==> config.mk <==
export PLATFORM = sky130hd
export DESIGN_NAME = temperature_scan_ctrl_flat
export DESIGN_NICKNAME = d
export VERILOG_FILES = /design/src/rtl/temperature_pkg.sv /design/src/rtl/temperature_scan_ctrl_if.sv /design/src/rtl/temperature_seq_div.sv /design/src/rtl/temperature_scan_ctrl.sv /design/src/flat_wrapper.sv
export SDC_FILE = /design/constraint.sdc
export NUM_CORES = 1
export LEC_CHECK = 0
export ABC_AREA = 1
export BUFFER_PORTS_ARGS = -buffer_cell sky130_fd_sc_hd__buf_2
export CAP_MARGIN = 10
export CORE_MARGIN = 5
export CORE_UTILIZATION = 61
export CTS_CLUSTER_DIAMETER = 30
export DETAILED_ROUTE_END_ITERATION = 10
export GPL_ROUTABILITY_DRIVEN = 0
export PLACE_DENSITY = 0.83
export SYNTH_ARGS = -nofsm -noshare
export SYNTH_HDL_FRONTEND = slang
export SYNTH_SLANG_ARGS = --single-unit
==> constraint.sdc <==
create_clock -name clk_i -period 2.8 [get_ports clk_i]
set_input_delay 0.14 -clock clk_i [delete_from_list [all_inputs] [get_ports clk_i]]
set_output_delay 0.14 -clock clk_i [all_outputs]
set_load 0.005 [all_outputs]
==> src/rtl/temperature_pkg.sv <==
// Shared types and widths for the temperature scan controller and its serial divider.
package temperature_pkg;

  localparam int SUM_W      = 16;
  localparam int CNT_W      = 8;
  localparam int TEMP_W     = 8;
  localparam int DIV_CYCLES = 16;

  typedef enum logic [1:0] {
    IDLE = 2'd0,
    SCAN = 2'd1,
    DIV  = 2'd2,
    DONE = 2'd3
  } state_e;

endpackage

==> src/rtl/temperature_scan_ctrl_if.sv <==
// Sensor mux / control bus of temperature_scan_ctrl; master is the controller, slave the environment.
interface temperature_scan_ctrl_if;
  import temperature_pkg::*;

  // start_i is a request level sampled only while IDLE (never queued); done_o is a one-cycle
  // completion pulse, results stay valid from that cycle until the next done_o or reset.
  logic              start_i;
  logic [TEMP_W-1:0] sensor_sel_o;
  logic [TEMP_W-1:0] sensor_data_i;
  logic              sensor_en_i;
  logic              busy_o;
  logic              done_o;
  logic [TEMP_W-1:0] led_output_o;
  logic              alert_o;
  logic [CNT_W-1:0]  nr_active_o;
  state_e            dbg_state_o;

  modport master (
    input  start_i, sensor_data_i, sensor_en_i,
    output sensor_sel_o, busy_o, done_o, led_output_o, alert_o, nr_active_o, dbg_state_o
  );

  modport slave (
    output start_i, sensor_data_i, sensor_en_i,
    input  sensor_sel_o, busy_o, done_o, led_output_o, alert_o, nr_active_o, dbg_state_o
  );

endinterface

==> src/rtl/temperature_seq_div.sv <==
// 16/16 restoring divider: one quotient bit per cycle, busy from start until the done cycle.
module temperature_seq_div
  import temperature_pkg::*;
(
  input  logic             clk_i,
  input  logic             rst_i,
  input  logic             start_i,
  input  logic [SUM_W-1:0] dividend_i,
  input  logic [SUM_W-1:0] divisor_i,
  output logic             busy_o,
  output logic             done_o,
  output logic [SUM_W-1:0] quotient_o,
  output logic [SUM_W-1:0] remainder_o
);

  logic             r_busy;
  logic [3:0]       r_step;
  logic [SUM_W-1:0] r_rem;
  logic [SUM_W-1:0] r_quot;
  logic [SUM_W-1:0] r_div;
  logic [SUM_W:0]   w_shift;
  logic [SUM_W:0]   w_diff;

  // Partial remainder is always below the divisor, so the shifted value fits in SUM_W+1 bits
  // and bit SUM_W of the difference is the borrow.
  assign w_shift = {r_rem, r_quot[SUM_W-1]};
  assign w_diff  = w_shift - {1'b0, r_div};

  assign busy_o      = r_busy;
  assign done_o      = r_busy && (r_step == 4'(DIV_CYCLES - 1));
  assign quotient_o  = r_quot;
  assign remainder_o = r_rem;

  always_ff @(posedge clk_i) begin
    if (rst_i) begin
      r_busy <= 1'b0;
      r_step <= '0;
      r_rem  <= '0;
      r_quot <= '0;
      r_div  <= '0;
    end else if (start_i) begin
      r_busy <= 1'b1;
      r_step <= '0;
      r_rem  <= '0;
      r_quot <= dividend_i;
      r_div  <= divisor_i;
    end else if (r_busy) begin
      if (w_diff[SUM_W]) begin
        r_rem  <= w_shift[SUM_W-1:0];
        r_quot <= {r_quot[SUM_W-2:0], 1'b0};
      end else begin
        r_rem  <= w_diff[SUM_W-1:0];
        r_quot <= {r_quot[SUM_W-2:0], 1'b1};
      end
      r_step <= r_step + 4'd1;
      if (done_o) r_busy <= 1'b0;
    end
  end

endmodule

==> src/rtl/temperature_scan_ctrl.sv <==
// Sequential temperature scan: one sensor per cycle, serial average, registered average/alert.
// Optional automatic rescan every PERIOD idle cycles when TEMP_SCAN_PERIODIC_EN is defined.
module temperature_scan_ctrl
  import temperature_pkg::*;
#(
  parameter int WIDTH    = 200,
  parameter int TEMP_MIN = 19,
  parameter int TEMP_MAX = 26,
  parameter int PERIOD   = 1000
) (
  input  logic                    clk_i,
  input  logic                    rst_i,
  temperature_scan_ctrl_if.master bus
);

  localparam logic [1:0] ST_IDLE = 2'd0;
  localparam logic [1:0] ST_SCAN = 2'd1;
  localparam logic [1:0] ST_DIV  = 2'd2;
  localparam logic [1:0] ST_DONE = 2'd3;

  localparam logic [CNT_W-1:0]  LAST_IDX = CNT_W'(WIDTH - 1);
  localparam logic [TEMP_W-1:0] T_MIN    = TEMP_W'(TEMP_MIN);
  localparam logic [TEMP_W-1:0] T_MAX    = TEMP_W'(TEMP_MAX);

  logic [1:0]        r_state;
  logic [CNT_W-1:0]  r_idx;
  logic [SUM_W-1:0]  r_sum;
  logic [CNT_W-1:0]  r_cnt;
  logic [TEMP_W-1:0] r_led;
  logic              r_alert;
  logic [CNT_W-1:0]  r_nr;
  logic              r_done;

  logic              w_go;
  logic              w_last;
  logic [SUM_W-1:0]  w_sum_next;
  logic [CNT_W-1:0]  w_cnt_next;
  logic              w_div_start;
  logic              w_div_busy;
  logic              w_div_done;
  logic [SUM_W-1:0]  w_quot;
  logic [SUM_W-1:0]  w_rem;
  logic [TEMP_W-1:0] w_avg;
  logic              w_unused_div;

  assign w_last      = (r_idx == LAST_IDX);
  assign w_sum_next  = r_sum + (bus.sensor_en_i ? {{(SUM_W-TEMP_W){1'b0}}, bus.sensor_data_i} : '0);
  assign w_cnt_next  = r_cnt + {{(CNT_W-1){1'b0}}, bus.sensor_en_i};
  // The divider is fed the accumulators including the last sensor, so DIV needs no extra cycle.
  assign w_div_start = (r_state == ST_SCAN) && w_last && (w_cnt_next != '0);
  assign w_avg       = w_quot[TEMP_W-1:0];
  assign w_unused_div = ^{w_rem, w_quot[SUM_W-1:TEMP_W], w_div_busy};

`ifdef TEMP_SCAN_PERIODIC_EN
  localparam int PW = (PERIOD > 1) ? $clog2(PERIOD) : 1;
  localparam logic [PW-1:0] PERIOD_LAST = PW'(PERIOD - 1);

  logic [PW-1:0] r_idle_cnt;
  logic          w_period_hit;

  assign w_period_hit = (r_state == ST_IDLE) && (r_idle_cnt == PERIOD_LAST);
  assign w_go         = bus.start_i || w_period_hit;

  always_ff @(posedge clk_i) begin
    if (rst_i || (r_state != ST_IDLE) || w_go) r_idle_cnt <= '0;
    else                                       r_idle_cnt <= r_idle_cnt + PW'(1);
  end
`else
  logic w_unused_period;
  assign w_unused_period = |PERIOD;
  assign w_go            = bus.start_i;
`endif

  temperature_seq_div u_div (
    .clk_i       (clk_i),
    .rst_i       (rst_i),
    .start_i     (w_div_start),
    .dividend_i  (w_sum_next),
    .divisor_i   ({{(SUM_W-CNT_W){1'b0}}, w_cnt_next}),
    .busy_o      (w_div_busy),
    .done_o      (w_div_done),
    .quotient_o  (w_quot),
    .remainder_o (w_rem)
  );

  always_ff @(posedge clk_i) begin
    if (rst_i) begin
      r_state <= ST_IDLE;
      r_idx   <= '0;
      r_sum   <= '0;
      r_cnt   <= '0;
      r_led   <= '0;
      r_alert <= 1'b0;
      r_nr    <= '0;
      r_done  <= 1'b0;
    end else begin
      r_done <= 1'b0;
      case (r_state)
        ST_IDLE: begin
          if (w_go) begin
            r_state <= ST_SCAN;
            r_idx   <= '0;
            r_sum   <= '0;
            r_cnt   <= '0;
          end
        end
        ST_SCAN: begin
          r_sum <= w_sum_next;
          r_cnt <= w_cnt_next;
          r_idx <= r_idx + CNT_W'(1);
          if (w_last) begin
            r_idx   <= '0;
            r_state <= (w_cnt_next != '0) ? ST_DIV : ST_DONE;
          end
        end
        ST_DIV: begin
          if (w_div_done) r_state <= ST_DONE;
        end
        default: begin
          r_done  <= 1'b1;
          r_nr    <= r_cnt;
          // With no active sensor the divider never ran; report zero and raise the alert.
          if (r_cnt == '0) begin
            r_led   <= '0;
            r_alert <= 1'b1;
          end else begin
            r_led   <= w_avg;
            r_alert <= (w_avg < T_MIN) || (w_avg > T_MAX);
          end
          r_state <= ST_IDLE;
        end
      endcase
    end
  end

  assign bus.sensor_sel_o = (r_state == ST_SCAN) ? r_idx : '0;
  assign bus.busy_o       = (r_state != ST_IDLE);
  assign bus.done_o       = r_done;
  assign bus.led_output_o = r_led;
  assign bus.alert_o      = r_alert;
  assign bus.nr_active_o  = r_nr;
  assign bus.dbg_state_o  = state_e'(r_state);

endmodule

==> src/flat_wrapper.sv <==
// flat-port wrapper written by rule: the top's interface ports become plain ports
module temperature_scan_ctrl_flat import temperature_pkg::*;
#(
  parameter int WIDTH    = 200,
  parameter int TEMP_MIN = 19,
  parameter int TEMP_MAX = 26,
  parameter int PERIOD   = 1000
)
  (clk_i, rst_i, bus_start_i, bus_sensor_data_i, bus_sensor_en_i, bus_sensor_sel_o, bus_busy_o, bus_done_o, bus_led_output_o, bus_alert_o, bus_nr_active_o, bus_dbg_state_o);
  temperature_scan_ctrl_if bus_i ();
  input  logic clk_i;
  input  logic rst_i;
  input wire logic [$bits(bus_i.start_i)-1:0] bus_start_i;
  input wire logic [$bits(bus_i.sensor_data_i)-1:0] bus_sensor_data_i;
  input wire logic [$bits(bus_i.sensor_en_i)-1:0] bus_sensor_en_i;
  output wire logic [$bits(bus_i.sensor_sel_o)-1:0] bus_sensor_sel_o;
  output wire logic [$bits(bus_i.busy_o)-1:0] bus_busy_o;
  output wire logic [$bits(bus_i.done_o)-1:0] bus_done_o;
  output wire logic [$bits(bus_i.led_output_o)-1:0] bus_led_output_o;
  output wire logic [$bits(bus_i.alert_o)-1:0] bus_alert_o;
  output wire logic [$bits(bus_i.nr_active_o)-1:0] bus_nr_active_o;
  output wire logic [$bits(bus_i.dbg_state_o)-1:0] bus_dbg_state_o;
  assign bus_i.start_i = bus_start_i;
  assign bus_i.sensor_data_i = bus_sensor_data_i;
  assign bus_i.sensor_en_i = bus_sensor_en_i;
  assign bus_sensor_sel_o = bus_i.sensor_sel_o;
  assign bus_busy_o = bus_i.busy_o;
  assign bus_done_o = bus_i.done_o;
  assign bus_led_output_o = bus_i.led_output_o;
  assign bus_alert_o = bus_i.alert_o;
  assign bus_nr_active_o = bus_i.nr_active_o;
  assign bus_dbg_state_o = bus_i.dbg_state_o;
  temperature_scan_ctrl #(.WIDTH(WIDTH), .TEMP_MIN(TEMP_MIN), .TEMP_MAX(TEMP_MAX), .PERIOD(PERIOD)) u_core (.clk_i(clk_i), .rst_i(rst_i), .bus(bus_i));
endmodule
Word level (Yosys, flattened, before mapping)
Cells that the tools add are included.
- output and inout port bits: 29
- bits of input ports: 12
- register bits after elaboration: 97
- equality and inequality tests: 7
- $lt $le $gt $ge: 2
- muxes and demuxes: 23
- add/sub/neg operators: 5
- reduce and logical (&&, ||, !) cells: 14
- operators by type and width (operator ; number):
    16-bit 2-to-1 mux ; 4
    8-bit 2-to-1 mux ; 5
    16-bit case mux with 2 select lines ; 1
    8-bit case mux with 2 select lines ; 2
    17-bit by 8-bit subtractor with 17-bit output ; 1
    16-bit adder ; 1
    8-bit by 1-bit adder with 8-bit output ; 1
    8-bit by 1-bit adder with 8-bit output (second input constant) ; 1
    8-bit == test (second input constant) ; 1
    8-bit by 5-bit greater-than comparator with 1-bit output (second input constant) ; 1
    8-bit logical NOT ; 1
    8-bit by 5-bit less-than comparator with 1-bit output (second input constant) ; 1
    8-bit nonzero test ; 1
    1-bit 2-to-1 mux ; 7
    2-bit 2-to-1 mux ; 3
    2-bit case mux with 3 select lines ; 1
    2-bit nonzero test ; 3
    4-bit by 1-bit adder with 4-bit output (second input constant) ; 1
    4-bit == test (second input constant) ; 1
    2-bit != test (second input constant) ; 2
    1-bit logical AND ; 3
    3-bit AND reduction ; 1
    3-bit OR reduction ; 1
    2-bit by 1-bit == test with 1-bit output (second input constant) ; 1
    6 further kinds ; 6

Depth between registers and ports, before layout
Gate-level depths: netlist of the first run.
- word-level depth: 5
- gate-level depth with buffers: 17
- depth with buffers taken out: 16

Hierarchy
A second synthesis of the first run with hierarchy kept.
- cell total of the unflattened synthesis: 971
- area, all modules: 6530.0 µm²
- by module, submodules not included (module ; times used ; area each (µm²) ; cells an instance):
    temperature_seq_div ; 1 ; 3504.6 ; 524
    temperature_scan_ctrl ; 1 ; 3025.4 ; 447

Worst setup path before layout of the first run
No wires, ideal clock.
- path kind: reg-to-reg
- start point: register u_core.u_div.r_quot[15] (netlist: u_core.u_div.quotient_o[15])
- end point: register u_core.u_div.r_rem[12] (netlist: u_core.u_div.remainder_o[12])
- stages on the path, launching flop included: 15
- data required time: 2.683 ns
- data arrival time: 1.994 ns
- setup slack: 0.689 ns
- path through: dfxtp_1 -> inv_1 -> ha_1 -> fa_1 -> inv_1 -> nand3_1 -> nand2_1 -> nand2_1 -> nand3_1 -> nand2_1 -> nand2_1 -> buf_2 -> nand3_1 -> a21oi_1 -> nor2_1
- longest elaborated chain between the ends: 2
- ends and longest elaborated chain (element ; line ; text):
    start, declared ; temperature_seq_div.sv:19 ; logic [SUM_W-1:0] r_quot;
    start signal, assigned ; temperature_seq_div.sv:45 ; r_quot <= dividend_i;
    start signal, assigned ; temperature_seq_div.sv:50 ; r_quot <= {r_quot[SUM_W-2:0], 1'b0};
    start signal, assigned ; temperature_seq_div.sv:53 ; r_quot <= {r_quot[SUM_W-2:0], 1'b1};
    17-bit by 8-bit subtractor with 17-bit output ; temperature_seq_div.sv:27 ; assign w_diff = w_shift - {1'b0, r_div};
    16-bit 2-to-1 mux ; temperature_seq_div.sv:48 ; if (w_diff[SUM_W]) begin
    end signal, assigned ; temperature_seq_div.sv:49 ; r_rem <= w_shift[SUM_W-1:0];
    end signal, assigned ; temperature_seq_div.sv:52 ; r_rem <= w_diff[SUM_W-1:0];
    end, declared ; temperature_seq_div.sv:18 ; logic [SUM_W-1:0] r_rem;
No other way between the ends.
A chain may end at the register's enable or synchronous reset.

Final worst setup path of the first run
- start point: register u_core.u_div.r_quot[15] (netlist: u_core.u_div.quotient_o[15])
- end point: register u_core.u_div.r_rem[4] (netlist: u_core.u_div.remainder_o[4])
The elaborated chain is that of the path after synthesis.

==> results.sh, run 1 <==
export IMPL_status="finished clean"
export IMPL_tightest_slew_ns=0.595
export IMPL_finalHoldViolCount=0
export IMPL_internal_power_uw=2250
export IMPL_ys_dominant_reg_cell="dfxtp_1"
export IMPL_clk_latency_ns=0.37
export IMPL_drv_cap=0
export IMPL_netSwitchingPower_uw=965
export IMPL_hold_depth=6
export IMPL_drtAntennaViolNets=0
export IMPL_die_height_um=108
export IMPL_nets=986
export IMPL_clock_skew_ns=0.0103
export IMPL_grt_overflow_total=0
export IMPL_yosysTopAreaCellShare=0.332
export IMPL_clock_sinks=97
export IMPL_hold_buffers=0
export IMPL_final_cell_mix="nand2_1, inv_1, dfxtp_1"
export IMPL_drc_errors=0
export IMPL_max_freq_ghz=0.415
export IMPL_clkPwrFrac=0.341
export IMPL_yosys_top_cells_area="dfxtp_1, nand2_1, inv_1, a21oi_1, nand3_1"
export IMPL_vdd_drop_max_uv=463
export IMPL_slew_violations=0
export IMPL_p_per_area_mw_per_mm2=507
export IMPL_viasPerCell=5.21
export IMPL_rows=35
export IMPL_post_cts_setup_buffers=0
export IMPL_ys_seq_area_frac=0.332
export IMPL_grt_pass1_vias=5133
export IMPL_cp_slowest_cell="fa_1"
export IMPL_cts_made_buffers=9
export IMPL_r2r_start="u_core.u_div.quotient_o[15]"
export IMPL_grt_antenna_before_repair=0
export IMPL_fin_tns_setup_ns=0
export IMPL_fin_util=0.684
export IMPL_rsz0062_at_grt="false"
export IMPL_hold_start="bus_start_i"
export IMPL_synth_enable_flop_cells=0
export IMPL_grt_max_degree=48
export IMPL_dieArea_sq_mm=0.0117
export IMPL_final_common_cell="nand2_1"
export IMPL_critPathArrivalTime_ns=2.71
export IMPL_ys_ff_latch=97
export IMPL_max_stage_delay_ns=0.41
export IMPL_die_w_um=108
export IMPL_ys_types=39
export IMPL_vias=5632
export IMPL_cts_resized=0
export IMPL_rr_endpoint="u_core.u_div.remainder_o[4]"
export IMPL_h_tree_depth=3
export IMPL_reg2regPathDepth=14
export IMPL_first_pass_iters=5
export IMPL_synthCells=919
export IMPL_cp_end_kind="register"
export IMPL_crit_path_frequent_cell="nand2_1"
export IMPL_clkTransAtPathRegs_ns=0.09
export IMPL_ioPinCount=41
export IMPL_crit_required_ns=3.10
export IMPL_drt_iter0_markers=409
export IMPL_pwr_share_comb=0.198
export IMPL_seqPwrFrac=0.461
export IMPL_grt_usage=0.239
export IMPL_timing_final_crit_period_ns=2.41
export IMPL_post_route_period_util=0.860
export IMPL_worstSetupStartpointType="register"
export IMPL_setup_viol=0
export IMPL_syn_area_sq_mm=0.00585
export IMPL_cp_cell_sequence="inv_1, ha_1, fa_1, inv_1, nand3_1, nand2_1, nand2_1, nand3_1, nand2_1, nand2_1, nand2_1, o21ai_0, nand2_1, a21oi_1"
export IMPL_synth_net_count=957
export IMPL_path_class="register to register"
export IMPL_cts_buffer_depth=2
export IMPL_hold_end="u_core.r_idx[1]"
export IMPL_io_buffers=40
export IMPL_yosysTopAreaCell="dfxtp_1"
export IMPL_diodes=0
export IMPL_cts_tree="built"
export IMPL_synth_warnings=0
export IMPL_dp_hpwl_mm=9.30
export IMPL_cts_root_buf="clkbuf_8"
export IMPL_area_delta_synth_final_pct=8.49
export IMPL_p_leak_uw=0.00317
export IMPL_totalWireLength_mm=12.9
export IMPL_core_area_sq_mm=0.00928
export IMPL_critical_path_peak_fanout=17
export IMPL_grt_first_pass_wirelength_mm=22.9
export IMPL_syn_mean_instance_area_sq_um=6.37
export IMPL_ys_async_sr_fraction=0
export IMPL_max_slew_margin=0.603
export IMPL_swShare=0.300
export IMPL_hold_class="input pin to register"
export IMPL_r2r_slack_ns=0.39
export IMPL_layout_drive_gt1_share=0.0935
export IMPL_start_util=0.630
export IMPL_route_detailed_wl_per_inst_um=11.9
stage by stage:
| step | instances | hold slack [ns] | instance area, sq um | setup slack, ns | power (uW) |
|---|---|---|---|---|---|
| 6_report | 1081 | 0.257 | 6350 | 0.391 | 3220 |
| 5_1_grt | 1081 | 0.294 | 6350 | 0.0837 | 3380 |
| 4_1_cts | 1081 | 0.242 | 6350 | 0.392 | 3240 |
| 3_5_place_dp | 1066 | 0.453 | 6110 | 0.438 | 2150 |
| 3_3_place_gp | 1066 | 0.449 | 6110 | 0.485 | 2140 |
| 2_1_floorplan | 919 | 0.424 | 5850 | 0.689 | 1940 |
critical path: cells and delay by family (launching register included):
kind,cells,cell delay (ns)
AOI/OAI and AO/OA,2,0.21
buffers and inverters,2,0.13
DFF,1,0.34
and+or+nand+nor,8,1.03
adders and majority gates,2,0.63
cell families after synthesis:
family                   after synthesis  synth area share
flip-flops                            97             0.332
adder cells (fa/ha/maj)               26            0.0582
AND/OR/NAND/NOR                      486             0.356
XOR/XNOR                              12            0.0180
AO/OA/AOI/OAI                        131             0.118
buffers and inverters                167             0.118
state kept, by name (all words and copies together) (netlist names):
| name | count |
|---|---|
| u_core.u_div.r_step | 4 |
| u_core.u_div.quotient_o | 16 |
| u_core.bus.done_o | 1 |
| u_core.bus.dbg_state_o | 2 |
| u_core.u_div.r_div | 8 |
| u_core.bus.alert_o | 1 |
| u_core.u_div.busy_o | 1 |
| u_core.r_idx | 8 |
| u_core.bus.led_output_o | 8 |
| u_core.r_cnt | 8 |
| u_core.bus.nr_active_o | 8 |
| u_core.r_sum | 16 |
| u_core.u_div.remainder_o | 16 |
area by class of cell:
type	count	area, sq um
clock inverters	5	104
flip-flops and latches	97	1940
inverters	135	507
fillers	856	2940
clock buffers	10	138
well taps	129	161
multi-input cells	655	3220
repair buffers	50	275
routing by layer:
metal,GRT usage,wire [um]
met1,0.319,5970
met2,0.393,6000
met3,0.0448,720
met4,0.0730,198
met5,0,0
worst max path at each step:
stage                                      from                      endpoint  slack (ns)  depth (start not counted)
floorplan           u_core.u_div.quotient_o[15]  u_core.u_div.remainder_o[12]        0.69                         14
global placement    u_core.u_div.quotient_o[15]   u_core.u_div.remainder_o[8]        0.49                         13
detailed placement  u_core.u_div.quotient_o[15]  u_core.u_div.remainder_o[14]        0.44                         15
CTS                 u_core.u_div.quotient_o[15]   u_core.u_div.remainder_o[2]        0.39                         14
global route        u_core.u_div.quotient_o[15]   u_core.u_div.remainder_o[2]        0.08                         14
finish              u_core.u_div.quotient_o[15]   u_core.u_div.remainder_o[4]        0.39                         14
power groups by stage:
stage                     sequential [uW]  clock (uW)  combinational [uW]
after floorplan                      1510           0                 427
after global placement               1510           0                 631
after detailed placement             1510           0                 634
after CTS                            1480        1120                 638
after global routing                 1490        1170                 715
final                                1480        1100                 638
synthesized netlist by cell type (all sizes together), types with 2 or more instances:
cell type,instances
nand2,295
inv,134
dfxtp,97
a21oi,84
nor2,84
nand3,81
o21ai,41
ha,24
clkbuf,20
buf,12
nand4,11
xor2,9
nor3,7
nand3b,3
nor4,3
xnor2,3
a211oi,2
fa,2
o21bai,2
or2,2
(Power assumes the default switching activity.)
==> run 2: changes to the inputs <==
PLACE_DENSITY = 0.89   (was 0.83)
==> results.sh, run 2 (same netlist as run 1, synthesis figures left out) <==
export IMPL_area_delta_synth_final_pct=7.74
export IMPL_die_height_um=108
export IMPL_clkTransAtPathRegs_ns=0.11
export IMPL_diodes=0
export IMPL_tightest_slew_ns=0.675
export IMPL_p_per_area_mw_per_mm2=483
export IMPL_cp_cell_sequence="inv_1, ha_1, fa_1, inv_1, nand3_1, nand2_1, nand2_1, nand3_1, nand2_1, nand2_1, nand2_1, o21ai_0, nor2_1, nor2_1"
export IMPL_crit_cells=14
export IMPL_layout_drive_gt1_share=0.0935
export IMPL_final_cell_mix="nand2_1, inv_1, dfxtp_1"
export IMPL_status="finished clean"
export IMPL_io_buffers=40
export IMPL_critPathArrivalTime_ns=2.79
export IMPL_drv_cap=0
export IMPL_crit_start="u_core.u_div.quotient_o[15]"
export IMPL_cts_buffer_depth=2
export IMPL_cts_made_buffers=9
export IMPL_vias=5602
export IMPL_cts_resized=0
export IMPL_reg2regPathDepth=14
export IMPL_final_common_cell="nand2_1"
export IMPL_finalNonFillerCells=1081
export IMPL_finalHoldViolCount=0
export IMPL_cp_end_kind="register"
export IMPL_crit_required_ns=3.12
export IMPL_route_detailed_wl_per_inst_um=11.9
export IMPL_drtAntennaViolNets=0
export IMPL_worstSetupStartpointType="register"
export IMPL_cts_tree="built"
export IMPL_rr_endpoint="u_core.u_div.remainder_o[10]"
export IMPL_drt_iter0_markers=295
export IMPL_max_stage_delay_ns=0.42
export IMPL_cts_root_buf="clkbuf_8"
export IMPL_slew_violations=0
export IMPL_first_pass_iters=5
export IMPL_critical_path_peak_fanout=15
export IMPL_start_util=0.630
export IMPL_fin_util=0.679
export IMPL_totalWireLength_mm=12.9
export IMPL_pre_cts_ws_ns=0.385
export IMPL_grt_first_pass_wirelength_mm=23.0
export IMPL_p_leak_uw=0.00315
export IMPL_hold_start="bus_start_i"
export IMPL_critPathTopFamily="simple AND/OR/NAND/NOR gates"
export IMPL_grt_pass1_vias=5334
export IMPL_crit_path_frequent_cell="nand2_1"
export IMPL_hold_buffers=0
export IMPL_rows=35
export IMPL_die_w_um=108
export IMPL_vdd_drop_max_uv=469
export IMPL_cp_slowest_cell="fa_1"
export IMPL_grt_max_degree=48
export IMPL_clock_skew_ns=0.0179
export IMPL_max_freq_ghz=0.406
export IMPL_rsz0062_at_grt="false"
export IMPL_core_area_sq_mm=0.00928
export IMPL_timing_final_crit_period_ns=2.47
export IMPL_post_route_period_util=0.880
export IMPL_setup_viol=0
export IMPL_nets=985
export IMPL_max_slew_margin=0.550
export IMPL_clock_sinks=97
export IMPL_r2r_start="u_core.u_div.quotient_o[15]"
export IMPL_grt_overflow_total=0
export IMPL_dieArea_sq_mm=0.0117
export IMPL_grt_antenna_before_repair=0
export IMPL_clk_latency_ns=0.37
export IMPL_path_class="register to register"
export IMPL_dp_hpwl_mm=9.27
export IMPL_crit_buf_inv=2
export IMPL_viasPerCell=5.18
export IMPL_critPathCapture="u_core.u_div.remainder_o[10]"
export IMPL_drc_errors=0
export IMPL_post_cts_setup_buffers=0
export IMPL_dp_cells=1065
export IMPL_fin_tns_setup_ns=0
export IMPL_grt_usage=0.238
export IMPL_hold_class="input pin to register"
export IMPL_r2r_slack_ns=0.33
export IMPL_ioPinCount=41
export IMPL_fin_ws_ns=0.335
export IMPL_h_tree_depth=3
run 2: changes by cell type in the layout (fill, tap and decap cells not counted), sizes merged:
cell and delta:
clkbuf -1, clkinv +1, inv +4, bufinv -3, buf -1
run 2: layout make-up:
type,count,area [sq um]
multi-input cells,655,3220
fillers,819,2980
flip-flops and latches,97,1940
inverters,135,507
repair buffers,49,268
well taps,129,161
clock buffers,9,124
clock inverters,7,81.3
run 2: how the worst min path moves through the flow:
| stage | endpoint | slack, ns | cells past startpoint |
|---|---|---|---|
| after CTS | u_core.r_idx[1] | 0.21 | 6 |
| after global placement | u_core.bus.led_output_o[1] | 0.45 | 2 |
| after floorplan | bus_done_o | 0.42 | 0 |
| after global routing | u_core.r_idx[1] | 0.26 | 6 |
| final | u_core.r_idx[1] | 0.23 | 6 |
| after detailed placement | u_core.u_div.r_div[3] | 0.45 | 2 |
run 2: worst min-delay path, cell delays in order:
cell and delay, ns:
buf_2 0.07, nor2_1 0.05, inv_1 0.07, o21ai_2 0.10, nand2_1 0.07, a21oi_1 0.05
run 2: per-stage QoR:
step / hold slack, ns / power (uW) / area, sq um
after floorplan: 0.424 / 1940 / 5850
after global placement: 0.452 / 2140 / 6100
after detailed placement: 0.450 / 2150 / 6100
after CTS: 0.207 / 3070 / 6300
after global routing: 0.264 / 3210 / 6300
final: 0.233 / 3050 / 6300
run 2: power breakdown:
| part | internal [uW] | switching [uW] |
|---|---|---|
| sequential | 1440 | 41.8 |
| clock | 358 | 560 |
| combinational | 202 | 443 |
run 2: layer usage:
| metal | global-route usage | share of wire | up-vias |
|---|---|---|---|
| met1 | 0.303 | 0.46 | 2503 |
| met4 | 0.0748 | 0.010 | 0 |
| met5 | 0 | 0 | - |
| li1 | - | - | 2957 |
| met3 | 0.0394 | 0.043 | 13 |
| met2 | 0.413 | 0.48 | 129 |
